### src/rtl/cnt_burst_arbiter_if.sv
// Bundle of requester-side and counter-side signals shared by the burst arbiter.
// The master side is the requesters plus the counter; the slave side is the arbiter.
interface cnt_burst_arbiter_if #(
  parameter int N_REQ = 4,
  parameter int WIDTH = 5
);

  logic [N_REQ-1:0]       req;
  logic [2*N_REQ-1:0]     op;
  logic [WIDTH*N_REQ-1:0] arg;
  logic [N_REQ-1:0]       gnt;
  logic                   done;
  logic                   sat;
  logic                   busy;
  logic                   cnt_load;
  logic                   cnt_up;
  logic                   cnt_down;
  logic [WIDTH-1:0]       cnt_in;
  logic                   cnt_high;
  logic                   cnt_low;

  modport master (
    output req, op, arg, cnt_high, cnt_low,
    input  gnt, done, sat, busy, cnt_load, cnt_up, cnt_down, cnt_in
  );

  modport slave (
    input  req, op, arg, cnt_high, cnt_low,
    output gnt, done, sat, busy, cnt_load, cnt_up, cnt_down, cnt_in
  );

endinterface

### src/rtl/cnt_burst_arbiter.sv
// Round-robin arbiter that lends one saturating up/down counter to N_REQ
// requesters, issuing one load/up/down strobe per cycle for the granted
// requester and finishing with a done pulse that carries saturation status.
module cnt_burst_arbiter #(
  parameter int N_REQ = 4,
  parameter int WIDTH = 5
) (
  input logic              clk,
  input logic              rst,
  cnt_burst_arbiter_if.slave bus
);

  localparam int PTR_W = (N_REQ > 1) ? $clog2(N_REQ) : 1;

  localparam logic [1:0] OP_NOP  = 2'b00;
  localparam logic [1:0] OP_UP   = 2'b01;
  localparam logic [1:0] OP_DOWN = 2'b10;
  localparam logic [1:0] OP_LOAD = 2'b11;

  typedef enum logic [1:0] {
    IDLE = 2'd0,
    RUN  = 2'd1,
    DONE = 2'd2
  } state_t;

  state_t             state_q, state_d;
  logic [N_REQ-1:0]   gnt_q, gnt_d;
  logic               done_q, done_d;
  logic               sat_q, sat_d;
  logic               busy_q, busy_d;
  logic [PTR_W-1:0]   ptr_q, ptr_d;
  logic [1:0]         op_r_q, op_r_d;
  logic [WIDTH-1:0]   arg_r_q, arg_r_d;
  logic [WIDTH-1:0]   rem_q, rem_d;

  logic               found;
  int                 scan_idx;
  int                 sel_idx;
  logic [1:0]         sel_op;
  logic [WIDTH-1:0]   sel_arg;
  logic               run_act;

  // Next-state logic: round-robin pick in IDLE, one step per cycle in RUN,
  // single done cycle before returning to IDLE.
  always_comb begin
    state_d  = state_q;
    gnt_d    = gnt_q;
    sat_d    = sat_q;
    ptr_d    = ptr_q;
    op_r_d   = op_r_q;
    arg_r_d  = arg_r_q;
    rem_d    = rem_q;
    found    = 1'b0;
    scan_idx = 0;
    sel_idx  = 0;
    sel_op   = OP_NOP;
    sel_arg  = '0;

    case (state_q)
      IDLE: begin
        gnt_d = '0;
        sat_d = 1'b0;
        for (int i = 0; i < N_REQ; i++) begin
          scan_idx = (int'(ptr_q) + i) % N_REQ;
          if (!found && bus.req[scan_idx]) begin
            found   = 1'b1;
            sel_idx = scan_idx;
          end
        end
        if (found) begin
          sel_op         = bus.op[2*sel_idx +: 2];
          sel_arg        = bus.arg[WIDTH*sel_idx +: WIDTH];
          gnt_d[sel_idx] = 1'b1;
          op_r_d         = sel_op;
          arg_r_d        = sel_arg;
          rem_d          = sel_arg;
          ptr_d          = PTR_W'((sel_idx + 1) % N_REQ);
          if (sel_op == OP_NOP || (sel_op != OP_LOAD && sel_arg == '0)) begin
            state_d = DONE;
          end else begin
            state_d = RUN;
          end
        end
      end

      RUN: begin
        case (op_r_q)
          OP_LOAD: begin
            state_d = DONE;
            sat_d   = 1'b0;
          end
          OP_UP: begin
            if (!bus.cnt_high) begin
              rem_d = rem_q - WIDTH'(1);
              if (rem_q == WIDTH'(1)) begin
                state_d = DONE;
                sat_d   = 1'b0;
              end
            end else begin
              state_d = DONE;
              sat_d   = 1'b1;
            end
          end
          OP_DOWN: begin
            if (!bus.cnt_low) begin
              rem_d = rem_q - WIDTH'(1);
              if (rem_q == WIDTH'(1)) begin
                state_d = DONE;
                sat_d   = 1'b0;
              end
            end else begin
              state_d = DONE;
              sat_d   = 1'b1;
            end
          end
          default: begin
            state_d = DONE;
            sat_d   = 1'b0;
          end
        endcase
      end

      DONE: begin
        state_d = IDLE;
        gnt_d   = '0;
        sat_d   = 1'b0;
      end

      default: begin
        state_d = IDLE;
        gnt_d   = '0;
        sat_d   = 1'b0;
      end
    endcase

    done_d = (state_d == DONE);
    busy_d = (state_d != IDLE);
  end

  // State and registered outputs; reset aborts any burst and rewinds the pointer.
  always_ff @(posedge clk) begin
    if (rst) begin
      state_q <= IDLE;
      gnt_q   <= '0;
      done_q  <= 1'b0;
      sat_q   <= 1'b0;
      busy_q  <= 1'b0;
      ptr_q   <= '0;
      op_r_q  <= OP_NOP;
      arg_r_q <= '0;
      rem_q   <= '0;
    end else begin
      state_q <= state_d;
      gnt_q   <= gnt_d;
      done_q  <= done_d;
      sat_q   <= sat_d;
      busy_q  <= busy_d;
      ptr_q   <= ptr_d;
      op_r_q  <= op_r_d;
      arg_r_q <= arg_r_d;
      rem_q   <= rem_d;
    end
  end

  // Counter strobes follow the current state directly; reset suppresses them
  // so an aborted burst does not sneak in one more step.
  assign run_act = (state_q == RUN) && !rst;

  assign bus.cnt_load = run_act && (op_r_q == OP_LOAD);
  assign bus.cnt_up   = run_act && (op_r_q == OP_UP)   && !bus.cnt_high;
  assign bus.cnt_down = run_act && (op_r_q == OP_DOWN) && !bus.cnt_low;
  assign bus.cnt_in   = bus.cnt_load ? arg_r_q : '0;

  assign bus.gnt  = gnt_q;
  assign bus.done = done_q;
  assign bus.sat  = sat_q;
  assign bus.busy = busy_q;

endmodule

### src/flat_wrapper.sv
// flat-port wrapper written by rule: the top's interface ports become plain ports
module cnt_burst_arbiter_flat 
#(
  parameter int N_REQ = 4,
  parameter int WIDTH = 5
)
  (clk, rst, bus_req, bus_op, bus_arg, bus_cnt_high, bus_cnt_low, bus_gnt, bus_done, bus_sat, bus_busy, bus_cnt_load, bus_cnt_up, bus_cnt_down, bus_cnt_in);
  cnt_burst_arbiter_if #(.N_REQ(N_REQ), .WIDTH(WIDTH)) bus_i ();
  input logic clk;
  input logic rst;
  input wire logic [$bits(bus_i.req)-1:0] bus_req;
  input wire logic [$bits(bus_i.op)-1:0] bus_op;
  input wire logic [$bits(bus_i.arg)-1:0] bus_arg;
  input wire logic [$bits(bus_i.cnt_high)-1:0] bus_cnt_high;
  input wire logic [$bits(bus_i.cnt_low)-1:0] bus_cnt_low;
  output wire logic [$bits(bus_i.gnt)-1:0] bus_gnt;
  output wire logic [$bits(bus_i.done)-1:0] bus_done;
  output wire logic [$bits(bus_i.sat)-1:0] bus_sat;
  output wire logic [$bits(bus_i.busy)-1:0] bus_busy;
  output wire logic [$bits(bus_i.cnt_load)-1:0] bus_cnt_load;
  output wire logic [$bits(bus_i.cnt_up)-1:0] bus_cnt_up;
  output wire logic [$bits(bus_i.cnt_down)-1:0] bus_cnt_down;
  output wire logic [$bits(bus_i.cnt_in)-1:0] bus_cnt_in;
  assign bus_i.req = bus_req;
  assign bus_i.op = bus_op;
  assign bus_i.arg = bus_arg;
  assign bus_i.cnt_high = bus_cnt_high;
  assign bus_i.cnt_low = bus_cnt_low;
  assign bus_gnt = bus_i.gnt;
  assign bus_done = bus_i.done;
  assign bus_sat = bus_i.sat;
  assign bus_busy = bus_i.busy;
  assign bus_cnt_load = bus_i.cnt_load;
  assign bus_cnt_up = bus_i.cnt_up;
  assign bus_cnt_down = bus_i.cnt_down;
  assign bus_cnt_in = bus_i.cnt_in;
  cnt_burst_arbiter #(.N_REQ(N_REQ), .WIDTH(WIDTH)) u_core (.clk(clk), .rst(rst), .bus(bus_i));
endmodule
### config.mk
export PLATFORM = sky130hd
export DESIGN_NAME = cnt_burst_arbiter_flat
export DESIGN_NICKNAME = d
export VERILOG_FILES = /design/src/rtl/cnt_burst_arbiter_if.sv /design/src/rtl/cnt_burst_arbiter.sv /design/src/flat_wrapper.sv
export SDC_FILE = /design/constraint.sdc
export NUM_CORES = 1
export LEC_CHECK = 0
export ABC_AREA = 1
export CORE_ASPECT_RATIO = 0.8
export CORE_MARGIN = 10
export CORE_UTILIZATION = 42
export CTS_CLUSTER_SIZE = 8
export DETAILED_ROUTE_END_ITERATION = 16
export HOLD_SLACK_MARGIN = 0.08
export PLACE_DENSITY = 0.83
export RECOVER_POWER = 50
export SYNTH_ARGS = -nofsm -noshare
export SYNTH_HDL_FRONTEND = slang
export SYNTH_SLANG_ARGS = --single-unit
### constraint.sdc
create_clock -name clk -period 3.3 [get_ports clk]
set_input_delay 0.33 -clock clk [delete_from_list [all_inputs] [get_ports clk]]
set_output_delay 0.33 -clock clk [all_outputs]
set_load 0.01 [all_outputs]
==> results of run 1 <==
==> critical path, delay by kind of cell (launching register included) <==
family	cells	cell delay, ns
compound gates	2	0.35
buf+inv	2	0.28
flops	1	0.65
simple gates	13	1.37
==> state kept, by name, indices dropped and copies added, names as in the netlist <==
register,flops
u_core.bus.gnt,4
u_core.bus.busy,1
u_core.rem_q,5
u_core.op_r_q,2
u_core.bus.sat,1
u_core.ptr_q,2
u_core.bus.done,1
u_core.arg_r_q,5
u_core.state_q,2
==> worst paths after layout <==
kind	from	end	slack (ns)	cells after the start
worst min register to register	u_core.bus.gnt[1]	u_core.bus.gnt[1]	0.47	2
worst min-delay path	u_core.bus.gnt[1]	u_core.bus.gnt[1]	0.47	2
worst max register to register	u_core.ptr_q[0]	u_core.bus.busy	0.52	17
worst max-delay path	u_core.ptr_q[0]	u_core.bus.busy	0.52	17
==> logic make-up (layout without fill, tap and decap cells) <==
family / after synthesis / after routing / share of synthesized area [%]
XOR/XNOR: 3 / 3 / 1.46
AND/OR/NAND/NOR: 149 / 149 / 44.5
AO/OA/AOI/OAI: 40 / 40 / 13.2
flip-flops: 23 / 23 / 25.5
buffers and inverters: 53 / 107 / 11.9
adder cells (fa/ha/maj): 5 / 5 / 3.47
==> metal layers <==
metal,vias to the layer above,routed length [µm]
met3,5,327
met4,0,53
met2,42,2170
li1,978,-
met5,-,0
met1,851,2300
==> stage by stage <==
step	std cells	util, %	hold WS (ns)	total power [µW]
6_report	384	57.8	0.469	2230
5_1_grt	384	57.8	0.490	2480
4_1_cts	384	58.0	0.465	2240
3_5_place_dp	380	56.9	0.451	2060
3_3_place_gp	380	56.9	0.445	2030
2_1_floorplan	273	-	0.436	1700
==> area by class of cell <==
class | count | area, µm²
multi-input combinational | 197 | 1130
inverter | 49 | 184
tap | 57 | 71.3
fill | 393 | 1760
clock buffer | 4 | 45.0
sequential | 23 | 460
timing repair buffer | 54 | 527
==> cells in the final DEF, fill, tap and decap left out, types with 3 or more instances in the layout <==
cell,count
buf_4,3
inv_2,6
nor2_2,4
nand4_1,4
nand3_2,4
ha_1,5
nand3_1,19
dlygate4sd3_1,13
nand2_4,7
inv_1,42
nor2_1,18
dfxtp_1,23
nand2_2,13
xor2_1,3
nand2_1,67
o21ai_0,14
a21oi_1,11
clkdlybuf4s50_1,37
a221oi_1,3
clkbuf_8,3
a211oi_1,3
nor2_4,3
nor3_1,4
==> where the power goes <==
group	total (µW)	internal [µW]	switching, µW
Combinational	1590	560	1030
Clock	175	86.3	89.2
Sequential	467	388	78.6
Total	2230	1030	1200
==> flow_metrics.env, run 1 <==
export IMPL_run_status="finished, final reports clean"
export IMPL_synthDistinctLibCells=34
export IMPL_grt_busiest_layer="met2"
export IMPL_numCtsBuffers=3
export IMPL_slew_limit_headroom_pct=65.9
export IMPL_async_flop_share_pct=0
export IMPL_cts_htree_levels=1
export IMPL_cts_hold_buffers_added=0
export IMPL_yosys_cell_count_top_type="nand2_1"
export IMPL_detailedPlace_worstSlack_ns=0.582
export IMPL_timing_final_max_slew_violations=0
export IMPL_grtUsageMet3_pct=4.18
export IMPL_initial_antenna_violation_count=0
export IMPL_tritoncts="done"
export IMPL_ys_top_cells_by_area="dfxtp_1 (26%), nand2_1 (14%), inv_1 (8.7%)"
export IMPL_root_buffer="clkbuf_8"
export IMPL_clk_path_buf_depth=2
export IMPL_unrepaired_setup_endpoints_after_global_routing="false"
export IMPL_drt_drc_violations_left=0
export IMPL_ant_nets=0
export IMPL_via_per_inst=4.89
export IMPL_use_met2_pct=20.3
export IMPL_area_delta_synth_final_pct=33.8
export IMPL_final_net_count=369
export IMPL_fin_crit_sh_pct=84.3
export IMPL_num_vias=1876
export IMPL_path_class="flop to flop"
export IMPL_finalWorstSetupSlack_ns=0.518
export IMPL_antenna_diode_count=0
export IMPL_skew_ns=0.00603
export IMPL_floorplan_die_width_um=93.3
export IMPL_worstPathCellList="inv_2 > nand2_1 > nand2_4 > o21ai_0 > inv_1 > nand3_2 > nand3_4 > nor2_4 > nand2_1 > o21ai_1 > nor2_1 > nor2_1 > nand3_1 > nand3_1 > nand2_1 > nand2_1 > nand2_1"
export IMPL_syn_cell_area_um2=1800
export IMPL_placed_area_um2=2380
export IMPL_die_height_um=78.6
export IMPL_replace_congestion=0.912
export IMPL_setup_worst_path_start_class="flop"
export IMPL_timing_hold_worst_class="flop to flop"
export IMPL_global_route_usage_met1_pct=17.5
export IMPL_post_synth_top_area_cell="dfxtp_1"
export IMPL_worst_path_max_delay_cell="dfxtp_1"
export IMPL_worstPathMaxFanout=12
export IMPL_edff_count_synth=0
export IMPL_core_region_area_um2=4180
export IMPL_postSynthAreaPerCell_um2=6.61
export IMPL_ioPinCount=51
export IMPL_detail_route_first_pass_iterations=4
export IMPL_final_setup_tns_ns=0
export IMPL_critPathMostFrequentCell="nand2_1"
export IMPL_synthDominantCellAreaShare_pct=25.5
export IMPL_pin_count_of_the_biggest_net_entering_global_routing=14
export IMPL_grt_pass1_vias=1855
export IMPL_stdcell_area_um2=2410
export IMPL_timing_critical_path_to_type="flop"
export IMPL_port_buffer_count=50
export IMPL_yosysWarnings=0
export IMPL_drive_gt1_share_pct=14.7
export IMPL_wire_length_of_the_first_global_routing_pass_um=8340
export IMPL_place_detailed_hpwl_um=4030
export IMPL_clk_insertion_delay_late_ns=0.27
export IMPL_vdd_ir_drop_worst_mv=0.429
export IMPL_net_count_after_synthesis=314
export IMPL_areal_power_density_over_the_cells_nw_per_um2=924
export IMPL_syn_instance_count=273
export IMPL_timing_final_hold_violations=0
export IMPL_grt_total_usage_pct=13.4
export IMPL_yosys_register_bits=23
export IMPL_cts_resized=0
export IMPL_post_drt_wl_per_cell_um=12.6
export IMPL_worstPathRequired_ns=3.46
export IMPL_maxCapViolCount=0
export IMPL_critPathMaxStageDelay_ns=0.65
export IMPL_die_area_um2=7330
export IMPL_initialDrtViolationCount=129
export IMPL_post_synthesis_sequential_area_ratio_pct=25.5
export IMPL_postCtsSetupRepairBufs=0
export IMPL_clock_tree_sinks=23
export IMPL_worst_setup_hold_path_clk_slew_ns=0.08
export IMPL_synthTopCellsByCount="nand2_1 (66), inv_1 (42), dfxtp_1 (23), nand3_1 (19), nor2_1 (18)"
export IMPL_starting_density_of_the_core_pct=43.2
export IMPL_row_count=21
export IMPL_drt_wl_total_um=4850
export IMPL_grt_overflow_total=0
export IMPL_setup_violations=0
export IMPL_layout_min_cycle_time_ns=2.78
export IMPL_worst_slew_pin_slew_ns=0.511
export IMPL_power_leakage_uw=0.00117
export IMPL_post_synth_top_flop="dfxtp_1"
export IMPL_maxClockFrequency_mhz=359
export IMPL_arrival_ns=2.95
Note: power is estimated with default switching activity, not from simulation.
==> inputs of run 2 (changes only) <==
- PLACE_DENSITY: 0.83 -> 0.85
- clock period: 3.3 -> 2.3 ns (I/O delays scaled with it)
==> flow_metrics.env, run 2 (same netlist as run 1, synthesis figures left out) <==
export IMPL_die_area_um2=7330
export IMPL_fin_crit_sh_pct=106
export IMPL_num_vias=2158
export IMPL_most_common_layout_cells="nand2_1 (47), clkdlybuf4s50_1 (40), inv_1 (38)"
export IMPL_drive_gt1_share_pct=34.1
export IMPL_cts_hold_buffers_added=0
export IMPL_ioPinCount=51
export IMPL_grt_total_usage_pct=14.8
export IMPL_maxClockFrequency_mhz=411
export IMPL_unrepaired_setup_endpoints_after_global_routing="true"
export IMPL_timing_critical_path_to_type="flop"
export IMPL_starting_density_of_the_core_pct=43.2
export IMPL_total_power_uw=4560
export IMPL_ant_nets=0
export IMPL_power_internal_uw=2210
export IMPL_cts_htree_levels=1
export IMPL_drt_wl_total_um=6620
export IMPL_worstPathRequired_ns=2.51
export IMPL_utilization_pct=70.9
export IMPL_floorplan_die_width_um=93.3
export IMPL_layout_min_cycle_time_ns=2.43
export IMPL_vdd_ir_drop_worst_mv=0.797
export IMPL_initialDrtViolationCount=150
export IMPL_finalWorstSetupSlack_ns=-0.132
export IMPL_worst_r2r_startpoint="u_core.ptr_q[0]"
export IMPL_setup_violations=5
export IMPL_port_buffer_count=50
export IMPL_placed_area_um2=2530
export IMPL_slew_limit_headroom_pct=79.7
export IMPL_timing_final_hold_violations=0
export IMPL_tritoncts="done"
export IMPL_area_delta_synth_final_pct=64.3
export IMPL_number_of_fill_cells_in_the_layout=285
export IMPL_power_frac_seq_pct=14.8
export IMPL_setup_worst_path_start_class="primary input"
export IMPL_layout_cells_most_common="nand2_1"
export IMPL_timing_final_max_slew_violations=0
export IMPL_pin_count_of_the_biggest_net_entering_global_routing=14
export IMPL_grt_pass1_vias=2018
export IMPL_worst_hold_startpoint="u_core.arg_r_q[4]"
export IMPL_netSwitchingFraction_pct=51.6
export IMPL_clock_tree_sinks=23
export IMPL_detail_route_first_pass_iterations=4
export IMPL_net_switching_power_uw=2360
export IMPL_initial_antenna_violation_count=0
export IMPL_worstSetupEndpoint="u_core.bus.done"
export IMPL_timing_hold_worst_class="flop to flop"
export IMPL_areal_power_density_over_the_cells_nw_per_um2=1540
export IMPL_worst_setup_hold_path_clk_slew_ns=0.08
export IMPL_clk_path_buf_depth=2
export IMPL_run_status="finished, violations left"
export IMPL_reg2reg_slack_ns=-0.12
export IMPL_setup_worst_path_start="bus_req[0]"
export IMPL_worst_r2r_endpoint="u_core.bus.done"
export IMPL_skew_ns=0.00254
export IMPL_worstPathMaxFanout=7
export IMPL_final_net_count=400
export IMPL_via_per_inst=5.20
export IMPL_wire_length_of_the_first_global_routing_pass_um=9230
export IMPL_worst_slew_pin_slew_ns=0.302
export IMPL_clk_insertion_delay_late_ns=0.26
export IMPL_die_height_um=78.6
export IMPL_maxCapViolCount=0
export IMPL_drt_drc_violations_left=0
export IMPL_power_leakage_uw=0.00141
export IMPL_arrival_ns=2.64
export IMPL_stdcell_area_um2=2960
export IMPL_numCtsBuffers=3
export IMPL_replace_congestion=0.898
export IMPL_row_count=21
export IMPL_violations="setup timing"
export IMPL_r2r_cells=19
export IMPL_grt_overflow_total=0
export IMPL_root_buffer="clkbuf_8"
export IMPL_place_detailed_hpwl_um=4400
export IMPL_share_of_power_burned_in_the_clock_network_pct=5.6
export IMPL_power_share_combinational_pct=79.6
export IMPL_path_class="primary input to flop"
export IMPL_antenna_diode_count=0
export IMPL_post_drt_wl_per_cell_um=16.0
export IMPL_core_region_area_um2=4180
[run 2: changes by cell type in the layout (fill, tap and decap cells not counted), moves of 6 or more]
cell / delta
buf_4: +26
nand2_1: -20
nand2_2: +9
nand3_1: -9
nand2_4: +8
dlygate4sd3_1: -6
[run 2: what timing repair did]
action                     4_1_cts  5_1_grt
setup endpoints to repair        4       19
gates cloned                     0        1
resized for setup               22       61
buffers inserted                 5        4
pin swaps                       20       24
[run 2: per-layer routing]
metal	vias up	global-route usage, %	wire length, µm
met5	-	0	0
met2	99	25.1	3230
li1	1043	-	-
met3	21	5.32	581
met4	0	2.31	170
met1	995	17.8	2640
[run 2: layout make-up]
cell class / instances / area, µm² / area share [%]
Multi-Input combinational cell: 198 / 1410 / 47.4
Sequential cell: 23 / 468 / 15.8
Tap cell: 57 / 71.3 / 2.41
Timing Repair Buffer: 84 / 773 / 26.1
Inverter: 49 / 199 / 6.71
Clock buffer: 3 / 41.3 / 1.39
Clock inverter: 1 / 5.00 / 0.169
[run 2: power by group through the flow]
stage | Combinational [µW] | Sequential [µW] | Clock (µW)
after detailed placement | 2710 | 662 | 0
after global placement | 2630 | 660 | 0
after floorplan | 1770 | 660 | 0
after global routing | 3940 | 687 | 272
after CTS | 2970 | 669 | 258
final | 3630 | 677 | 256
[run 2: worst min-delay path by stage]
stage                              to  slack [ns]  cells past startpoint
floorplan           u_core.bus.gnt[3]        0.43                      3
global placement    u_core.arg_r_q[0]        0.45                      2
detailed placement  u_core.arg_r_q[0]        0.45                      2
CTS                 u_core.arg_r_q[4]        0.47                      2
global route        u_core.arg_r_q[2]        0.50                      2
finish              u_core.arg_r_q[4]        0.47                      2
[run 2: critical path: stages]
cell and delay (ns):
clkdlybuf4s50_1 0.49, inv_2 0.06, nand2_2 0.12, nand3_2 0.11, nand2_2 0.17, nand3_4 0.12
nand2_4 0.11, nand2_4 0.08, nand2_8 0.11, nor2_4 0.06, nand2_1 0.07, nand2_1 0.05
nor2_2 0.13, nand2_1 0.09, nor2_2 0.13, nand3_2 0.12, nand2_1 0.07, nand2_1 0.06
nand2_1 0.08, nand2_2 0.08, nor2_2 0.08
[run 2: stage by stage]
| step | instances | worst slack [ns] | TNS, ns | hold slack, ns |
|---|---|---|---|---|
| 5_1_grt | 415 | -0.321 | -1.95 | 0.502 |
| 2_1_floorplan | 273 | 0.242 | 0 | 0.431 |
| 4_1_cts | 410 | 0.000277 | 0 | 0.468 |
| 3_3_place_gp | 401 | -0.255 | -1.02 | 0.453 |
| 3_5_place_dp | 401 | -0.357 | -1.96 | 0.453 |
| 6_report | 415 | -0.132 | -0.446 | 0.467 |
==> inputs of run 3 (changes only) <==
- CORE_MARGIN: 10 -> 2
==> flow_metrics.env, run 3 (same netlist as run 1, synthesis figures left out) <==
export IMPL_initial_antenna_violation_count=0
export IMPL_core_region_area_um2=4150
export IMPL_net_switching_power_uw=2030
export IMPL_share_of_power_burned_in_the_clock_network_pct=6.4
export IMPL_row_count=21
export IMPL_grt_pass1_vias=1881
export IMPL_worst_hold_slack_ns=0.460
export IMPL_drt_wl_total_um=5270
export IMPL_clk_insertion_delay_late_ns=0.26
export IMPL_via_per_inst=5.01
export IMPL_place_detailed_hpwl_um=3840
export IMPL_worst_slew_pin_slew_ns=0.311
export IMPL_num_vias=2054
export IMPL_pin_count_of_the_biggest_net_entering_global_routing=14
export IMPL_worst_setup_hold_path_clk_slew_ns=0.08
export IMPL_worstPathMaxFanout=6
export IMPL_layout_min_cycle_time_ns=2.37
export IMPL_grt_total_usage_pct=20.2
export IMPL_die_area_um2=4840
export IMPL_vdd_ir_drop_worst_mv=0.743
export IMPL_initialDrtViolationCount=109
export IMPL_finalNonFillerCells=410
export IMPL_violations="setup timing"
export IMPL_tritoncts="done"
export IMPL_grt_overflow_total=0
export IMPL_critPathMaxStageDelay_ns=0.40
export IMPL_power_leakage_uw=0.00130
export IMPL_worst_path_max_delay_cell="dfxtp_4"
export IMPL_ant_nets=0
export IMPL_setup_violations=3
export IMPL_setup_worst_path_start_class="flop"
export IMPL_drive_gt1_share_pct=29.2
export IMPL_port_buffer_count=50
export IMPL_ioPinCount=51
export IMPL_fin_crit_sh_pct=103
export IMPL_floorplan_die_width_um=77.3
export IMPL_total_power_uw=4040
export IMPL_path_class="flop to flop"
export IMPL_replace_congestion=0.903
export IMPL_timing_hold_worst_class="flop to flop"
export IMPL_worstPathCellList="buf_6 > nand2_4 > nand2_1 > nand2_1 > nand2_2 > nand3_4 > buf_4 > nor2_4 > nor2_8 > buf_4 > nand3_1 > nand4_1 > nor2_1 > nand3_1 > nand2_1 > nand2_1 > nand2_1 > nand2_2 > nor2_2"
export IMPL_timing_critical_path_to_type="flop"
export IMPL_wire_length_of_the_first_global_routing_pass_um=8130
export IMPL_detail_route_first_pass_iterations=4
export IMPL_maxCapViolCount=0
export IMPL_root_buffer="clkbuf_8"
export IMPL_power_internal_uw=2010
export IMPL_numCtsBuffers=3
export IMPL_highest_layer="met4"
export IMPL_power_share_combinational_pct=77.0
export IMPL_arrival_ns=2.57
export IMPL_clk_path_buf_depth=2
export IMPL_areal_power_density_over_the_cells_nw_per_um2=1460
export IMPL_wl_met3_um=235
export IMPL_skew_ns=0.00213
export IMPL_unrepaired_setup_endpoints_after_global_routing="true"
export IMPL_final_net_count=395
export IMPL_antenna_diode_count=0
export IMPL_die_height_um=62.6
export IMPL_drt_drc_violations_left=0
export IMPL_slew_limit_headroom_pct=79.3
export IMPL_most_common_layout_cells="nand2_1 (52), clkdlybuf4s50_1 (43), inv_1 (40)"
export IMPL_utilization_pct=66.9
export IMPL_route_met2_wl_um=2560
export IMPL_critPathMostFrequentCell="nand2_1"
export IMPL_worstPathRequired_ns=2.51
export IMPL_area_delta_synth_final_pct=53.9
export IMPL_cts_hold_buffers_added=0
export IMPL_power_frac_seq_pct=16.7
export IMPL_layout_cells_most_common="nand2_1"
export IMPL_starting_density_of_the_core_pct=43.5
export IMPL_maxClockFrequency_mhz=423
export IMPL_timing_final_max_slew_violations=0
export IMPL_post_drt_wl_per_cell_um=12.8
export IMPL_netSwitchingFraction_pct=50.3
export IMPL_detailedPlace_worstSlack_ns=-0.255
export IMPL_clock_tree_sinks=23
export IMPL_cts_htree_levels=1
export IMPL_timing_final_hold_violations=0
export IMPL_run_status="finished, violations left"
export IMPL_wirelength_met1_um=2390
export IMPL_finalWorstSetupSlack_ns=-0.0664
export IMPL_dp_cells=401
run 3: critical path, delay by kind of cell, from the launching register on:
kind          cells  cell delay, ns
buf+inv           3            0.43
flops             1            0.40
simple gates     16            1.48
run 3: timing repair:
item | CTS | global route
gates resized for setup | 2 | 44
buffers inserted | 0 | 4
cloned | 0 | 1
hold endpoints to repair | 0 | 0
setup endpoints to repair | 4 | 20
pin swaps | 1 | 26
run 3: metrics by stage:
stage / setup TNS [ns] / instance area [µm²]
final: -0.0903 / 2780
after global routing: -0.938 / 2780
after CTS: 0 / 2580
after detailed placement: -1.61 / 2530
after global placement: -0.874 / 2530
after floorplan: 0 / 1800
run 3: final cells by class:
class	count	area (µm²)
fillers	349	1380
multi-input cells	198	1270
repair buffers	79	726
flip-flops and latches	23	468
inverters	49	191
well taps	57	71.3
clock buffers	4	45.0
run 3: path summary, 6_finish.rpt:
path                            end  cells after the start         startpoint  slack, ns
setup / recovery    u_core.bus.done                     19    u_core.ptr_q[0]      -0.07
setup reg to reg    u_core.bus.done                     19    u_core.ptr_q[0]      -0.07
hold / removal    u_core.bus.gnt[1]                      2  u_core.bus.gnt[1]       0.46
hold reg to reg   u_core.bus.gnt[1]                      2  u_core.bus.gnt[1]       0.46
run 3: metal layers:
layer,up-vias,global-route usage (%)
met4,0,4.69
met3,9,3.03
met2,68,32.7
met5,-,0
li1,1035,-
met1,942,28.3
run 3: power groups by stage:
stage	registers, µW	clock network, µW	logic [µW]
2_1_floorplan	660	0	1770
3_3_place_gp	662	0	2610
5_1_grt	687	272	3420
3_5_place_dp	666	0	2680
6_report	673	257	3110
4_1_cts	661	255	2700
